File: src/rtl/posit_shift_pkg.sv
// Shared constants and the level-to-rank mapping for the posit shift pipeline.
package posit_shift_pkg;

  localparam logic SHIFT_RIGHT = 1'b0;
  localparam logic SHIFT_LEFT  = 1'b1;

  // Register rank that holds mux level lvl when levels are spread over stages ranks.
  function automatic int rank_of(input int lvl, input int stages, input int levels);
    return (lvl * stages) / levels;
  endfunction

endpackage

File: src/rtl/posit_shift_level.sv
// One barrel-shifter mux level: shifts by the constant SH when enabled.
// Sticky accumulation is present only when POSIT_SHIFT_STICKY_EN is defined.
module posit_shift_level
  import posit_shift_pkg::*;
#(
  parameter int N  = 16,
  parameter int SH = 1
) (
  input  logic [N-1:0] data_i,
  input  logic         dir,
  input  logic         fill,
  input  logic         en,
  input  logic         sticky_i,
  output logic [N-1:0] data_o,
  output logic         sticky_o
);

  localparam logic [N-1:0] ONES      = '1;
  // Both masks saturate correctly when SH >= N (all bits discarded / all fill).
  localparam logic [N-1:0] LOW_MASK  = ~(ONES << SH);
  localparam logic [N-1:0] FILL_MASK = ~(ONES >> SH);

  always_comb begin
    data_o = data_i;
    if (en) begin
      if (dir == SHIFT_LEFT) data_o = data_i << SH;
      else                   data_o = (data_i >> SH) | (fill ? FILL_MASK : '0);
    end
  end

`ifdef POSIT_SHIFT_STICKY_EN
  assign sticky_o = sticky_i | (en & (dir == SHIFT_RIGHT) & (|(data_i & LOW_MASK)));
`else
  assign sticky_o = sticky_i;
`endif

endmodule

File: src/rtl/posit_shift_pipe.sv
// Pipelined barrel shifter with valid/ready flow control and optional sticky output.
// Optional feature: define POSIT_SHIFT_STICKY_EN to carry a right-shift sticky flag.
module posit_shift_pipe
  import posit_shift_pkg::*;
#(
  parameter int N      = 16,
  parameter int S      = 4,
  parameter int STAGES = 2
) (
  input  logic         clk,
  input  logic         rst_n,
  input  logic         in_valid,
  output logic         in_ready,
  input  logic [N-1:0] in_data,
  input  logic [S-1:0] in_amt,
  input  logic         in_dir,
  input  logic         in_arith,
  output logic         out_valid,
  input  logic         out_ready,
  output logic [N-1:0] out_data,
  output logic         out_sticky
);

  logic [N-1:0]      rin_d   [STAGES];
  logic [S-1:0]      rin_amt [STAGES];
  logic [STAGES-1:0] rin_dir, rin_arith, rin_fill;
  logic [N-1:0]      rout_d  [STAGES];
  logic [N-1:0]      data_p  [STAGES];
  logic [S-1:0]      amt_p   [STAGES];
  logic [STAGES-1:0] dir_p, arith_p, vld_p, adv;
  logic [STAGES:0]   vld_chain;
  logic [N-1:0]      lvl_d   [S];
  logic [S-1:0]      lvl_stk;
  logic              pipe_unused;
`ifdef POSIT_SHIFT_STICKY_EN
  logic [STAGES-1:0] rin_stk, rout_stk, stk_p;
`endif

  // A rank moves when it is empty or the rank after it moves.
  always_comb begin
    adv = '0;
    adv[STAGES-1] = ~vld_p[STAGES-1] | out_ready;
    for (int k = STAGES - 2; k >= 0; k--) adv[k] = ~vld_p[k] | adv[k+1];
  end

  assign vld_chain = {vld_p, in_valid};

  always_ff @(posedge clk or negedge rst_n) begin
    if (!rst_n) vld_p <= '0;
    else begin
      for (int k = 0; k < STAGES; k++) begin
        if (adv[k]) vld_p[k] <= vld_chain[k];
      end
    end
  end

  assign in_ready  = adv[0];
  assign out_valid = vld_p[STAGES-1];
  assign out_data  = data_p[STAGES-1];

  for (genvar k = 0; k < STAGES; k++) begin : g_rank
    logic [N-1:0] d_q;
    logic [S-1:0] a_q;
    logic         dr_q, ar_q;

    if (k == 0) begin : g_head
      assign rin_d[k]     = in_data;
      assign rin_amt[k]   = in_amt;
      assign rin_dir[k]   = in_dir;
      assign rin_arith[k] = in_arith;
`ifdef POSIT_SHIFT_STICKY_EN
      assign rin_stk[k]   = 1'b0;
`endif
    end else begin : g_link
      assign rin_d[k]     = data_p[k-1];
      assign rin_amt[k]   = amt_p[k-1];
      assign rin_dir[k]   = dir_p[k-1];
      assign rin_arith[k] = arith_p[k-1];
`ifdef POSIT_SHIFT_STICKY_EN
      assign rin_stk[k]   = stk_p[k-1];
`endif
    end

    // Arithmetic right shifts keep the MSB, so the rank input MSB is the sign for every level.
    assign rin_fill[k] = (rin_dir[k] == SHIFT_RIGHT) & rin_arith[k] & rin_d[k][N-1];

    // ---- rank k register boundary ----
    always_ff @(posedge clk) begin
      if (adv[k]) begin
        a_q  <= rin_amt[k];
        dr_q <= rin_dir[k];
        ar_q <= rin_arith[k];
      end
    end

    if (k == STAGES - 1) begin : g_out
      always_ff @(posedge clk or negedge rst_n) begin
        if (!rst_n)       d_q <= '0;
        else if (adv[k])  d_q <= rout_d[k];
      end
    end else begin : g_mid
      always_ff @(posedge clk) begin
        if (adv[k]) d_q <= rout_d[k];
      end
    end

`ifdef POSIT_SHIFT_STICKY_EN
    logic s_q;
    if (k == STAGES - 1) begin : g_stk_out
      always_ff @(posedge clk or negedge rst_n) begin
        if (!rst_n)       s_q <= 1'b0;
        else if (adv[k])  s_q <= rout_stk[k];
      end
    end else begin : g_stk_mid
      always_ff @(posedge clk) begin
        if (adv[k]) s_q <= rout_stk[k];
      end
    end
    assign stk_p[k] = s_q;
`endif

    assign data_p[k]  = d_q;
    assign amt_p[k]   = a_q;
    assign dir_p[k]   = dr_q;
    assign arith_p[k] = ar_q;
  end

  for (genvar i = 0; i < S; i++) begin : g_lvl
    localparam int R     = rank_of(i, STAGES, S);
    localparam bit FIRST = (i == 0) || (rank_of(i - 1, STAGES, S) != R);
    localparam bit LAST  = (i == S - 1) || (rank_of(i + 1, STAGES, S) != R);
    logic [N-1:0] d_in;
    logic         s_in;

    if (FIRST) begin : g_from_rank
      assign d_in = rin_d[R];
`ifdef POSIT_SHIFT_STICKY_EN
      assign s_in = rin_stk[R];
`else
      assign s_in = 1'b0;
`endif
    end else begin : g_from_lvl
      assign d_in = lvl_d[i-1];
`ifdef POSIT_SHIFT_STICKY_EN
      assign s_in = lvl_stk[i-1];
`else
      assign s_in = 1'b0;
`endif
    end

    posit_shift_level #(
      .N  (N),
      .SH (1 << i)
    ) u_lvl (
      .data_i   (d_in),
      .dir      (rin_dir[R]),
      .fill     (rin_fill[R]),
      .en       (rin_amt[R][i]),
      .sticky_i (s_in),
      .data_o   (lvl_d[i]),
      .sticky_o (lvl_stk[i])
    );

    if (LAST) begin : g_tail
      assign rout_d[R] = lvl_d[i];
`ifdef POSIT_SHIFT_STICKY_EN
      assign rout_stk[R] = lvl_stk[i];
`endif
    end
  end

`ifdef POSIT_SHIFT_STICKY_EN
  assign out_sticky  = stk_p[STAGES-1];
  assign pipe_unused = ^{amt_p[STAGES-1], dir_p[STAGES-1], arith_p[STAGES-1]};
`else
  assign out_sticky  = 1'b0;
  assign pipe_unused = ^{amt_p[STAGES-1], dir_p[STAGES-1], arith_p[STAGES-1], lvl_stk};
`endif

endmodule
File: config.mk
export PLATFORM = sky130hd
export DESIGN_NAME = posit_shift_pipe
export DESIGN_NICKNAME = d
export VERILOG_FILES = /design/src/rtl/posit_shift_pkg.sv /design/src/rtl/posit_shift_level.sv /design/src/rtl/posit_shift_pipe.sv
export SDC_FILE = /design/constraint.sdc
export NUM_CORES = 1
export LEC_CHECK = 0
export BUFFER_PORTS_ARGS = -buffer_cell sky130_fd_sc_hd__buf_2
export CAP_MARGIN = 20
export CORE_UTILIZATION = 56
export CTS_BUF_LIST = sky130_fd_sc_hd__clkbuf_8
export CTS_CLUSTER_SIZE = 25
export DETAILED_ROUTE_END_ITERATION = 12
export HOLD_SLACK_MARGIN = 0.03
export PLACE_DENSITY_LB_ADDON = 0.12
export RECOVER_POWER = 25
export SLEW_MARGIN = 25
export SYNTH_ARGS = -nofsm -noshare
export SYNTH_HDL_FRONTEND = slang
export SYNTH_SLANG_ARGS = --single-unit
File: constraint.sdc
create_clock -name clk -period 1.8 [get_ports clk]
set_input_delay 0.36 -clock clk [delete_from_list [all_inputs] [get_ports clk]]
set_output_delay 0.36 -clock clk [all_outputs]
set_load 0.005 [all_outputs]
== Word level (Yosys, flattened, before mapping) ==
Index checks and enable logic that the tools add are counted.

* Word-level logic and storage cells: 33
* Input port bits: 26
* Bits in registers: 40
* Output and inout port bits: 19

* Muxes and demuxes: 12
* Bitwise operators: 14

{| class="wikitable"
|+ Operator list
! cell !! count
|-
| 16-bit 2-to-1 mux || 12
|-
| 12-bit by 16-bit bitwise OR with 16-bit output || 1
|-
| 14-bit by 16-bit bitwise OR with 16-bit output || 1
|-
| 15-bit by 16-bit bitwise OR with 16-bit output || 1
|-
| 8-bit by 16-bit bitwise OR with 16-bit output || 1
|-
| 1-bit bitwise AND || 4
|-
| 1-bit NOT || 4
|-
| 1-bit bitwise OR || 2
|}

== Longest topological paths before layout ==
Gate-level depths: netlist (run 1).

* Word-level depth: 10
* Mapped depth: 7
* Gate-level depth less buffers: 4

== Cells and area by module ==
A second synthesis (run 1) with hierarchy kept.

* Cells, all modules: 262
* Area, all modules: 2643.8 um^2

{| class="wikitable"
|+ Modules (own cells, without submodules)
! module !! cells an instance !! instances !! area an instance (um^2) !! sequential area each (um^2)
|-
| posit_shift_pipe || 67 || 1 || 1361.3 || 1051.0
|-
| posit_shift_level at g_lvl[0].u_lvl || 54 || 1 || 351.6 || 0.0
|-
| posit_shift_level at g_lvl[1].u_lvl || 52 || 1 || 345.3 || 0.0
|-
| posit_shift_level at g_lvl[2].u_lvl || 47 || 1 || 304.0 || 0.0
|-
| posit_shift_level at g_lvl[3].u_lvl || 42 || 1 || 281.5 || 0.0
|}

== Worst setup path after synthesis (run 1) ==
No wires, ideal clock.

* Path kind: in2reg
* Start point: input in_amt[0]
* End point: register g_rank[0].d_q[11], in the netlist g_lvl[2].d_in[11] (data pin)
* Library setup time: 0.254 ns
* Path buffers: 1
* Arrival time: 1.232 ns
* Data required time: 1.546 ns
* Cell stages on the path: 3
* Path slack: 0.314 ns
* Cells stage by stage: buf_2 mux4_1 a21o_1

* Word-level cells in the longest chain between the ends: 4

{| class="wikitable"
|+ RTL lines
! what !! RTL line !! text
|-
| from (decl) || posit_shift_pipe.sv:15 || <nowiki>input logic [S-1:0] in_amt,</nowiki>
|-
| 16-bit 2-to-1 mux (*) || posit_shift_level.sv:25 || <nowiki>if (en) begin</nowiki>
|-
| 14-bit by 16-bit bitwise OR with 16-bit output || posit_shift_level.sv:27 || <nowiki>else data_o = (data_i >> SH) | (fill ? FILL_MASK : '0);</nowiki>
|-
| 16-bit 2-to-1 mux || posit_shift_level.sv:26 || <nowiki>if (dir == SHIFT_LEFT) data_o = data_i << SH;</nowiki>
|-
| 16-bit 2-to-1 mux (*) || posit_shift_level.sv:25 ||
|-
| named net g_lvl[1].u_lvl.data_o[11] || posit_shift_level.sv:14 || <nowiki>output logic [N-1:0] data_o,</nowiki>
|-
| to (signal assigned) || posit_shift_pipe.sv:103 || <nowiki>if (adv[k]) d_q <= rout_d[k];</nowiki>
|-
| to (decl) || posit_shift_pipe.sv:62 || <nowiki>logic [N-1:0] d_q;</nowiki>
|}

Mark *: on every way through the listed nets, which the timed path passes. The rest lies on a longest branch.
A chain may end at the register's enable or synchronous reset.

== Final worst setup path (run 1) ==
* Start point: register vld_p[1]
* End point: output in_ready

* Word-level cells in the longest chain between the ends: 3

{| class="wikitable"
|+ RTL lines
! what !! RTL line !! text
|-
| from (decl) || posit_shift_pipe.sv:30 || <nowiki>logic [STAGES-1:0] dir_p, arith_p, vld_p, adv;</nowiki>
|-
| from (signal, indexed assignment) || posit_shift_pipe.sv:52 || <nowiki>if (adv[k]) vld_p[k] <= vld_chain[k];</nowiki>
|-
| 1-bit NOT || posit_shift_pipe.sv:42 || <nowiki>adv[STAGES-1] = ~vld_p[STAGES-1] | out_ready;</nowiki>
|-
| 1-bit bitwise OR || posit_shift_pipe.sv:42 ||
|-
| 1-bit bitwise OR || posit_shift_pipe.sv:43 || <nowiki>for (int k = STAGES - 2; k >= 0; k--) adv[k] = ~vld_p[k] | adv[k+1];</nowiki>
|-
| to (decl) || posit_shift_pipe.sv:13 || <nowiki>output logic in_ready,</nowiki>
|}

No other way between the ends.

==> impl_summary.log, run 1 <==
INFO  metric grt_antenna_before_repair = 0
INFO  metric area.sequential = ~1100 um^2
INFO  metric insertedDiodeCount = 0
INFO  metric multiplexer_fraction_of_the_synthesized_cell_area = 21.9%
INFO  metric fin_skew = 4.87 ps
INFO  metric timing.hold.worst.class = primary input to register
INFO  metric core_area = around 4500 um^2
INFO  metric syn2layout_area_growth = 15.5%
INFO  metric multiInputGateArea = roughly 1500 um^2
INFO  metric xor_xnor_share_of_the_synthesized_area = 0%
INFO  metric endpoint_class_of_the_critical_path = primary output
INFO  metric remaining_drc_errors = 0
INFO  metric global_route_wire_length_before_repair = between 10 and 15 mm
INFO  metric ys_seq_elements = 38
INFO  metric postPlaceCellArea = about 3000 um^2
INFO  metric synth_area_leaders = sky130_fd_sc_hd__edfxtp_1, sky130_fd_sc_hd__dfrtp_1, sky130_fd_sc_hd__mux2i_1
INFO  metric clock_tree_from_tritoncts = done
INFO  metric max-slew-margin-rel = a little over a third
INFO  metric cts_repair_resize_count = 0
INFO  metric wire_per_inst = about 16 um
INFO  metric synth_async_sr_flop_share = 47.4%
INFO  metric number_of_nets_in_the_layout = between 300 and 400
INFO  metric syn-mean-instance-area = a little under 10 um^2
INFO  metric critical_path_class = register to primary output
INFO  metric syn_area = around 2700 um^2
INFO  metric clk_path_buf_depth = 2
INFO  metric layout_cells_sized_above_1 = between 20% and 30%
INFO  metric timing.final.setup_violations = 0
INFO  metric layout.core_utilization = 69.4%
INFO  metric path_delay_family = simple AND/OR/NAND/NOR gates
INFO  metric post_synth_num_cell_types = 35
INFO  metric synth_top_family_by_area = multiplexers
INFO  metric hold_depth = 1
INFO  metric final_sum_of_negative_setup_slack = 0 ps
INFO  metric routed_via_density = a little over 6
INFO  metric timing.critical_path.cells = nor2b_1 -> nand2_1 -> buf_2
INFO  metric slowest_stage = sky130_fd_sc_hd__dfrtp_1
INFO  metric total_power = roughly 2700 uW
INFO  metric filler_cell_count = roughly 350
INFO  metric tritoncts_num_sinks = 38
INFO  metric synth.most_common_cell = sky130_fd_sc_hd__nand2_1
INFO  metric synth-compound-area-share = roughly 19%
INFO  metric initial_core_util = between 60 and 70%
INFO  metric routabilityCongestion = between 0.8 and 0.9
INFO  metric share_clk_of_total_power = approximately 33%
INFO  metric aggregate_global_route_resource_usage = roughly a quarter
INFO  metric max_cap_violations = 0
INFO  metric crit-reg2reg-launch = g_rank[0].a_q[2]
INFO  metric cts_setup_buffers = 0
INFO  metric synth-seq-area-share = approximately 39%
INFO  metric crit_path_max_fanout = 7
INFO  metric timing.final.max_slew_violations = 0
INFO  metric worstPathBufferInverterCount = 1
INFO  metric power.internal = 1960 uW
INFO  metric port_buffers = 43
INFO  metric numCtsBuffers = 5
INFO  metric power.leakage = 0.00137 uW
INFO  metric post-dp-hpwl = between 4 and 5 mm
INFO  metric route.final.wire_length = between 6 and 7 mm
INFO  metric combinationalPowerShare = between 20% and 30%
INFO  metric cts.htree.levels = 2
INFO  metric status = completed
INFO  metric hp-start = in_amt[3]
INFO  metric reg2reg_depth = 6
INFO  metric crit_arrival = 1220 ps
INFO  metric synth-simple-area-share = about 14%
INFO  metric num_rows = 24
INFO  metric synth_area_leader = sky130_fd_sc_hd__edfxtp_1
INFO  metric maximum_number_of_pins_on_one_net_before_global_route_repair = 31
INFO  metric synth_ff_type = sky130_fd_sc_hd__edfxtp_1
INFO  metric yosys.area_share.adder = 0%
INFO  metric clk-insertion-delay-late = about 290 ps
INFO  metric via_count = 2319
INFO  metric switchingPower = approximately 730 uW
INFO  metric peakVddDrop = 349 uV
INFO  metric drtPass1Iterations = 4
INFO  metric cts.clk_slew.worst_paths = ~70 ps
INFO  metric max_stage_delay = ~360 ps
INFO  metric number_of_instances_in_the_synthesized_netlist = 280
INFO  metric die_height = between 70 and 80 um
INFO  metric die-area = between 5000 and 6000 um^2
INFO  metric power_density = roughly 860 nW/um^2
INFO  metric rsz0062_at_grt = false
INFO  metric net_sw_share = between 20% and 30%
INFO  metric final_area = 3130 um^2
INFO  metric max_slew.worst_pin.slew = roughly 970 ps
INFO  metric worstPathRequired = 1440 ps
INFO  metric netlist.area_leader.share = 22.2%
INFO  metric synthTopCellsByCount = sky130_fd_sc_hd__nand2_1, sky130_fd_sc_hd__o21ai_0, sky130_fd_sc_hd__mux2i_1, sky130_fd_sc_hd__edfxtp_1, sky130_fd_sc_hd__nor2_1
INFO  metric mappedNetlistNets = 306
INFO  metric drt-initial-drc-count = approximately 260
INFO  metric design.portCount = 45
INFO  metric drt.antenna.violating_nets = 0
INFO  metric grt_pass1_vias = about 2200
INFO  metric min_period = 1580 ps
INFO  metric reg2reg_setup_slack = 340 ps
INFO  metric fin_hold_ws = 250 ps
INFO  metric synth_enable_flop_cells = 20
INFO  metric cts.root.buffer_cell = sky130_fd_sc_hd__clkbuf_8
INFO  metric yosys_warnings = 0
INFO  metric reg2reg_to = out_data[0]
INFO  metric power_frac_seq = between 40% and 50%
INFO  metric critical_path.startpoint_type = register
INFO  metric period_share = 87.7%
INFO  metric die_width = 71.5 um
INFO  metric globalRoute.totalOverflow = 0
INFO  metric achievable-frequency = between 600 and 700 MHz
INFO  metric worst_hold_path.endpoint = g_rank[0].a_q[3]
INFO  metric hold_viol = 0
## power by group through the flow
stage | logic [uW] | clock network, uW | registers (uW)
CTS | 644 | 900 | 1160
finish | 645 | 882 | 1160
global route | 721 | 932 | 1180
floorplan | 419 | 0 | 1160
detailed placement | 637 | 0 | 1180
global placement | 628 | 0 | 1180
## worst max-delay path by stage
| stage | start | end | slack [ps] | depth (start not counted) |
|---|---|---|---|---|
| after floorplan | in_amt[0] | g_lvl[2].d_in[11] | 310 | 3 |
| after global placement | in_dir | g_lvl[2].d_in[13] | 90 | 5 |
| after detailed placement | in_dir | g_lvl[2].d_in[13] | 40 | 5 |
| after CTS | vld_p[1] | in_ready | 200 | 3 |
| after global routing | vld_p[1] | in_ready | 90 | 3 |
| final | vld_p[1] | in_ready | 220 | 3 |
## layout make-up
type,instances,share of cell area (%)
clock inverter,2,1.92
clock buffer,6,2.64
timing repair buffer,59,11.5
inverter,6,0.721
multi-input combinational,213,47.5
sequential,38,33.6
tap,52,2.08
## timing repair
item / in CTS / in global routing
hold buffers: 1 / 0
endpoints found under the setup margin: 0 / 0
hold endpoints to repair: 18 / 0
## through the flow
step | setup WS [ps] | instances
global route | 86.3 | 376
finish | 221 | 376
global placement | 88.9 | 367
floorplan | 314 | 280
detailed placement | 43.4 | 367
CTS | 202 | 376
## metal layers
layer	global-route usage [%]	part of all wire (%)	up-vias	wire [um]
met2	43.9	51	95	3100
met1	34.4	43	1097	2600
met3	2.95	4.5	7	274
met5	0	0	-	0
met4	7.84	1.0	0	61
li1	-	-	1120	-
## layout by cell type (no fill, tap or decap)
cell,synthesis,layout
sky130_fd_sc_hd__a211o_1,4,4
sky130_fd_sc_hd__a211oi_1,7,7
sky130_fd_sc_hd__a21o_1,3,3
sky130_fd_sc_hd__a21oi_1,15,15
sky130_fd_sc_hd__a22oi_1,6,6
sky130_fd_sc_hd__a31oi_1,3,3
sky130_fd_sc_hd__and2_1,1,1
sky130_fd_sc_hd__buf_12,1,2
sky130_fd_sc_hd__buf_2,10,41
sky130_fd_sc_hd__buf_4,3,13
sky130_fd_sc_hd__bufinv_16,0,2
sky130_fd_sc_hd__clkbuf_1,5,2
sky130_fd_sc_hd__clkbuf_8,0,6
sky130_fd_sc_hd__conb_1,1,1
sky130_fd_sc_hd__dfrtp_1,18,18
sky130_fd_sc_hd__dlygate4sd3_1,0,1
sky130_fd_sc_hd__edfxtp_1,20,20
sky130_fd_sc_hd__inv_1,6,6
sky130_fd_sc_hd__mux2_2,8,8
sky130_fd_sc_hd__mux2i_1,25,25
sky130_fd_sc_hd__mux4_1,7,7
sky130_fd_sc_hd__mux4_2,3,3
sky130_fd_sc_hd__nand2_1,34,34
sky130_fd_sc_hd__nand2b_1,7,7
sky130_fd_sc_hd__nand3_1,3,3
sky130_fd_sc_hd__nand3b_1,4,4
sky130_fd_sc_hd__nor2_1,19,19
sky130_fd_sc_hd__nor2b_1,7,7
sky130_fd_sc_hd__nor3_1,8,8
sky130_fd_sc_hd__nor3b_1,1,1
sky130_fd_sc_hd__o2111ai_1,1,1
sky130_fd_sc_hd__o21a_1,3,3
sky130_fd_sc_hd__o21ai_0,32,32
sky130_fd_sc_hd__o21ai_1,9,9
sky130_fd_sc_hd__o311ai_0,1,1
sky130_fd_sc_hd__o32ai_1,1,1
## cells by family (layout without fill, tap and decap cells)
logic type,after synthesis,after routing
AO/OA/AOI/OAI,85,85
AND/OR/NAND/NOR,84,84
multiplexers,43,43
flip-flops,38,38
buffers and inverters,29,73
other,1,1
## registers in the layout, indices dropped and copies added (netlist names)
register and count:
g_lvl.d_in 16, out_data 16, g_rank.a_q 2, vld_p 2, g_rank.ar_q 1, g_rank.dr_q 1
Note: power is estimated with default switching activity, not from simulation.
==> run 2: changes to the inputs <==
--- a/config.mk
+++ b/config.mk
@@ -5,6 +5,7 @@
 export SDC_FILE = /design/constraint.sdc
 export NUM_CORES = 1
 export LEC_CHECK = 0
+export ABC_AREA = 1
 export BUFFER_PORTS_ARGS = -buffer_cell sky130_fd_sc_hd__buf_2
 export CAP_MARGIN = 20
 export CORE_UTILIZATION = 56
==> impl_summary.log, run 2 <==
INFO  metric status = completed
INFO  metric max-slew-margin-rel = 36.9% (+1.8 points)
INFO  metric max_stage_delay = 690 ps (+330 ps)
INFO  metric rsz0062_at_grt = false
INFO  metric netlist.area_leader.share = 24.1% (+1.9 points)
INFO  metric synth_area_leaders = sky130_fd_sc_hd__nand2_1, sky130_fd_sc_hd__edfxtp_1, sky130_fd_sc_hd__dfrtp_1
INFO  metric syn_area = 2510 um^2 (-7.3%)
INFO  metric net_sw_share = 31.7% (+4.6 points)
INFO  metric timing.final.max_slew_violations = 0 (unchanged)
INFO  metric grt_pass1_vias = 2188 (+1.5%)
INFO  metric endpoint_class_of_the_critical_path = register
INFO  metric final_sum_of_negative_setup_slack = 0 ps (unchanged)
INFO  metric die_width = 68.9 um (-3.6%)
INFO  metric min_period = 1530 ps (-45.3 ps)
INFO  metric crit_arrival = 1710 ps (+490 ps)
INFO  metric number_of_nets_in_the_layout = 422 (+21%)
INFO  metric yosys_warnings = 0 (unchanged)
INFO  metric timing.critical_path.mode_cell = sky130_fd_sc_hd__nand2_1
INFO  metric timing.final.setup_violations = 0 (unchanged)
INFO  metric layout.core_utilization = 67.0% (-2.4 points)
INFO  metric number_of_instances_in_the_synthesized_netlist = 357 (+28%)
INFO  metric filler_cell_count = 404 (+17%)
INFO  metric critical_path.startpoint_type = register
INFO  metric worstPathRequired = 1980 ps (+540 ps)
INFO  metric numCtsBuffers = 5 (unchanged)
INFO  metric synth_area_leader = sky130_fd_sc_hd__nand2_1
INFO  metric syn-mean-instance-area = 7.03 um^2 (-27%)
INFO  metric final_common_cell = sky130_fd_sc_hd__nand2_1
INFO  metric power_density = 815 nW/um^2 (-5.3%)
INFO  metric fin_skew = 3.97 ps (-0.892 ps)
INFO  metric global_route_wire_length_before_repair = 9.56 mm (-7.2%)
INFO  metric switchingPower = 717 uW (-1.7%)
INFO  metric power.leakage = 0.00142 uW (+3.2%)
INFO  metric initial_core_util = 60.6% (+0.48 points)
INFO  metric timing.hold.worst.class = primary input to register
INFO  metric max_cap_violations = 0 (unchanged)
INFO  metric num_rows = 23 (-4.2%)
INFO  metric synth_enable_flop_cells = 20 (unchanged)
INFO  metric crit_path_max_fanout = 18 (+11)
INFO  metric synth.most_common_cell = sky130_fd_sc_hd__nand2_1
INFO  metric hold_viol = 0 (unchanged)
INFO  metric cts_repair_resize_count = 0 (unchanged)
INFO  metric peakVddDrop = 709 uV (+100%)
INFO  metric max_slew.worst_pin.slew = 947 ps (-27.0 ps)
INFO  metric aggregate_global_route_resource_usage = 27.5% (+1.9 points)
INFO  metric port_buffers = 43 (unchanged)
INFO  metric syn2layout_area_growth = 10.6%
INFO  metric stdcell_count = 447 (+19%)
INFO  metric design.portCount = 45 (unchanged)
INFO  metric ys_seq_elements = 38 (unchanged)
INFO  metric routabilityCongestion = 0.932 (+3.8%)
INFO  metric placedCellCount = 438 (+19%)
INFO  metric drt-initial-drc-count = 240 (-8.0%)
INFO  metric layout_cells_sized_above_1 = 18.6% (-4.5 points)
INFO  metric via_count = 2463 (+6.2%)
INFO  metric cts.clk_slew.worst_paths = 70 ps (about the same)
INFO  metric share_clk_of_total_power = 23.3% (-9.5 points)
INFO  metric power.internal = 1550 uW (-21%)
INFO  metric mappedNetlistNets = 383 (+25%)
INFO  metric slowest_stage = sky130_fd_sc_hd__edfxtp_1
INFO  metric core_area = 4140 um^2 (-8.0%)
INFO  metric timing.critical_path.cells = inv_2 -> a21oi_1 -> nand2_1 -> nand2_1 -> nand2_1 -> nand3_1 -> nand2_1
INFO  metric remaining_drc_errors = 0 (unchanged)
INFO  metric achievable-frequency = 652 MHz (+3.0%)
INFO  metric clk_path_buf_depth = 2 (unchanged)
INFO  metric post-dp-hpwl = 4.39 mm (-0.50%)
INFO  metric period_share = 85.2% (-2.5 points)
INFO  metric die_height = 68.9 um (-3.6%)
INFO  metric synthTopCellsByCount = sky130_fd_sc_hd__nand2_1, sky130_fd_sc_hd__nand3_1, sky130_fd_sc_hd__edfxtp_1, sky130_fd_sc_hd__o21ai_0, sky130_fd_sc_hd__dfrtp_1
INFO  metric synth_ff_type = sky130_fd_sc_hd__edfxtp_1
INFO  metric die-area = 4750 um^2 (-7.1%)
INFO  metric grt_antenna_before_repair = 0 (unchanged)
INFO  metric drt.antenna.violating_nets = 0 (unchanged)
INFO  metric insertedDiodeCount = 0 (unchanged)
INFO  metric clock_tree_from_tritoncts = done
INFO  metric drtPass1Iterations = 5 (+1)
INFO  metric routed_via_density = 5.51 (-11%)
INFO  metric clk-insertion-delay-late = 290 ps (about the same)
INFO  metric synth_async_sr_flop_share = 47.4% (unchanged)
INFO  metric critical_path_class = register to register
INFO  metric tritoncts_num_sinks = 38 (unchanged)
INFO  metric combinationalPowerShare = 26.3% (+2.3 points)
INFO  metric cts_setup_buffers = 0 (unchanged)
INFO  metric power_frac_seq = 50.4% (+7.1 points)
INFO  metric layout_common_cells = sky130_fd_sc_hd__nand2_1, sky130_fd_sc_hd__nand3_1, sky130_fd_sc_hd__buf_2, sky130_fd_sc_hd__edfxtp_1, sky130_fd_sc_hd__o21ai_0
INFO  metric route.final.wire_length = 5.72 mm (-5.1%)
INFO  metric wire_per_inst = 12.8 um (-20%)
INFO  metric cts.htree.levels = 2 (unchanged)
INFO  metric cts.root.buffer_cell = sky130_fd_sc_hd__clkbuf_8
INFO  metric post_synth_num_cell_types = 25 (-29%)
INFO  metric maximum_number_of_pins_on_one_net_before_global_route_repair = 21 (-32%)
INFO  metric globalRoute.totalOverflow = 0 (unchanged)
INFO  metric synth-seq-area-share = 41.9% (+3.0 points)
==> run 2: changes by cell type after synthesis, sizes merged, moves of 10 or more <==
cell / delta
inv: +10
mux2i: -25
mux4: -10
nand2: +128
nand3: +48
or2: +10
==> run 2: kinds of logic after synthesis <==
logic type             share of synthesized area [%]
other                                          0.149
buffers and inverters                           8.08
DFF                                             41.9
AOI/OAI and AO/OA                               9.97
and+or+nand+nor                                 39.9
==> run 2: worst max-delay path: cells and delay by family, from the launching register on <==
kind / cells / cell delay [ps]
flip-flops: 1 / 690
buffers and inverters: 1 / 230
AO/OA/AOI/OAI: 1 / 170
AND/OR/NAND/NOR: 5 / 330
==> run 2: layer usage <==
metal	track usage, %	vias to the layer above	share of wire, %	wire length, um
met1	38.7	1129	47	2700
met4	6.63	0	1.1	63
met5	0	-	0	0
li1	-	1240	-	-
met3	7.40	8	6.9	393
met2	41.6	86	45	2560
==> run 2: worst paths after layout <==
path                                  start               end  slack, ps  cells past startpoint
hold reg to reg                 out_data[6]       out_data[6]        470                      2
min in group asynchronous             rst_n       out_data[7]        740                      2
setup reg to reg           g_rank[0].a_q[2]      out_data[14]        270                      7
setup / recovery           g_rank[0].a_q[2]      out_data[14]        270                      7
hold / removal                    in_amt[3]  g_rank[0].a_q[3]        240                      1
max in group asynchronous             rst_n       out_data[1]        490                      2
==> run 2: area by class of cell <==
| type | instances | area [um^2] | area share, % |
|---|---|---|---|
| clock buffers | 5 | 68.8 | 2.48 |
| inverters | 16 | 65.1 | 2.34 |
| repair buffers | 50 | 269 | 9.69 |
| flip-flops and latches | 38 | 1050 | 37.9 |
| clock inverters | 3 | 11.3 | 0.406 |
| multi-input cells | 285 | 1250 | 45.0 |
| well taps | 50 | 62.6 | 2.25 |
==> run 2: stage by stage <==
stage	power (uW)	hold slack (ps)	cell area [um^2]	setup slack [ps]
after floorplan	1550	64.4	2510	409
after CTS	2280	238	2790	299
final	2260	243	2780	266
after global placement	1740	302	2700	320
after global routing	2430	232	2780	84.4
after detailed placement	1750	307	2700	277
==> run 2: what timing repair did <==
| item | in CTS | in global routing |
|---|---|---|
| hold buffers | 1 | 0 |
| endpoints found under the setup margin | 0 | 0 |
| endpoints found under the hold margin | 18 | 0 |
==> run 2: power by group through the flow <==
stage / clock network [uW] / logic (uW) / registers, uW
final: 528 / 594 / 1140
after global routing: 577 / 696 / 1160
after CTS: 541 / 600 / 1140
after detailed placement: 0 / 596 / 1160
after global placement: 0 / 584 / 1160
after floorplan: 0 / 412 / 1140
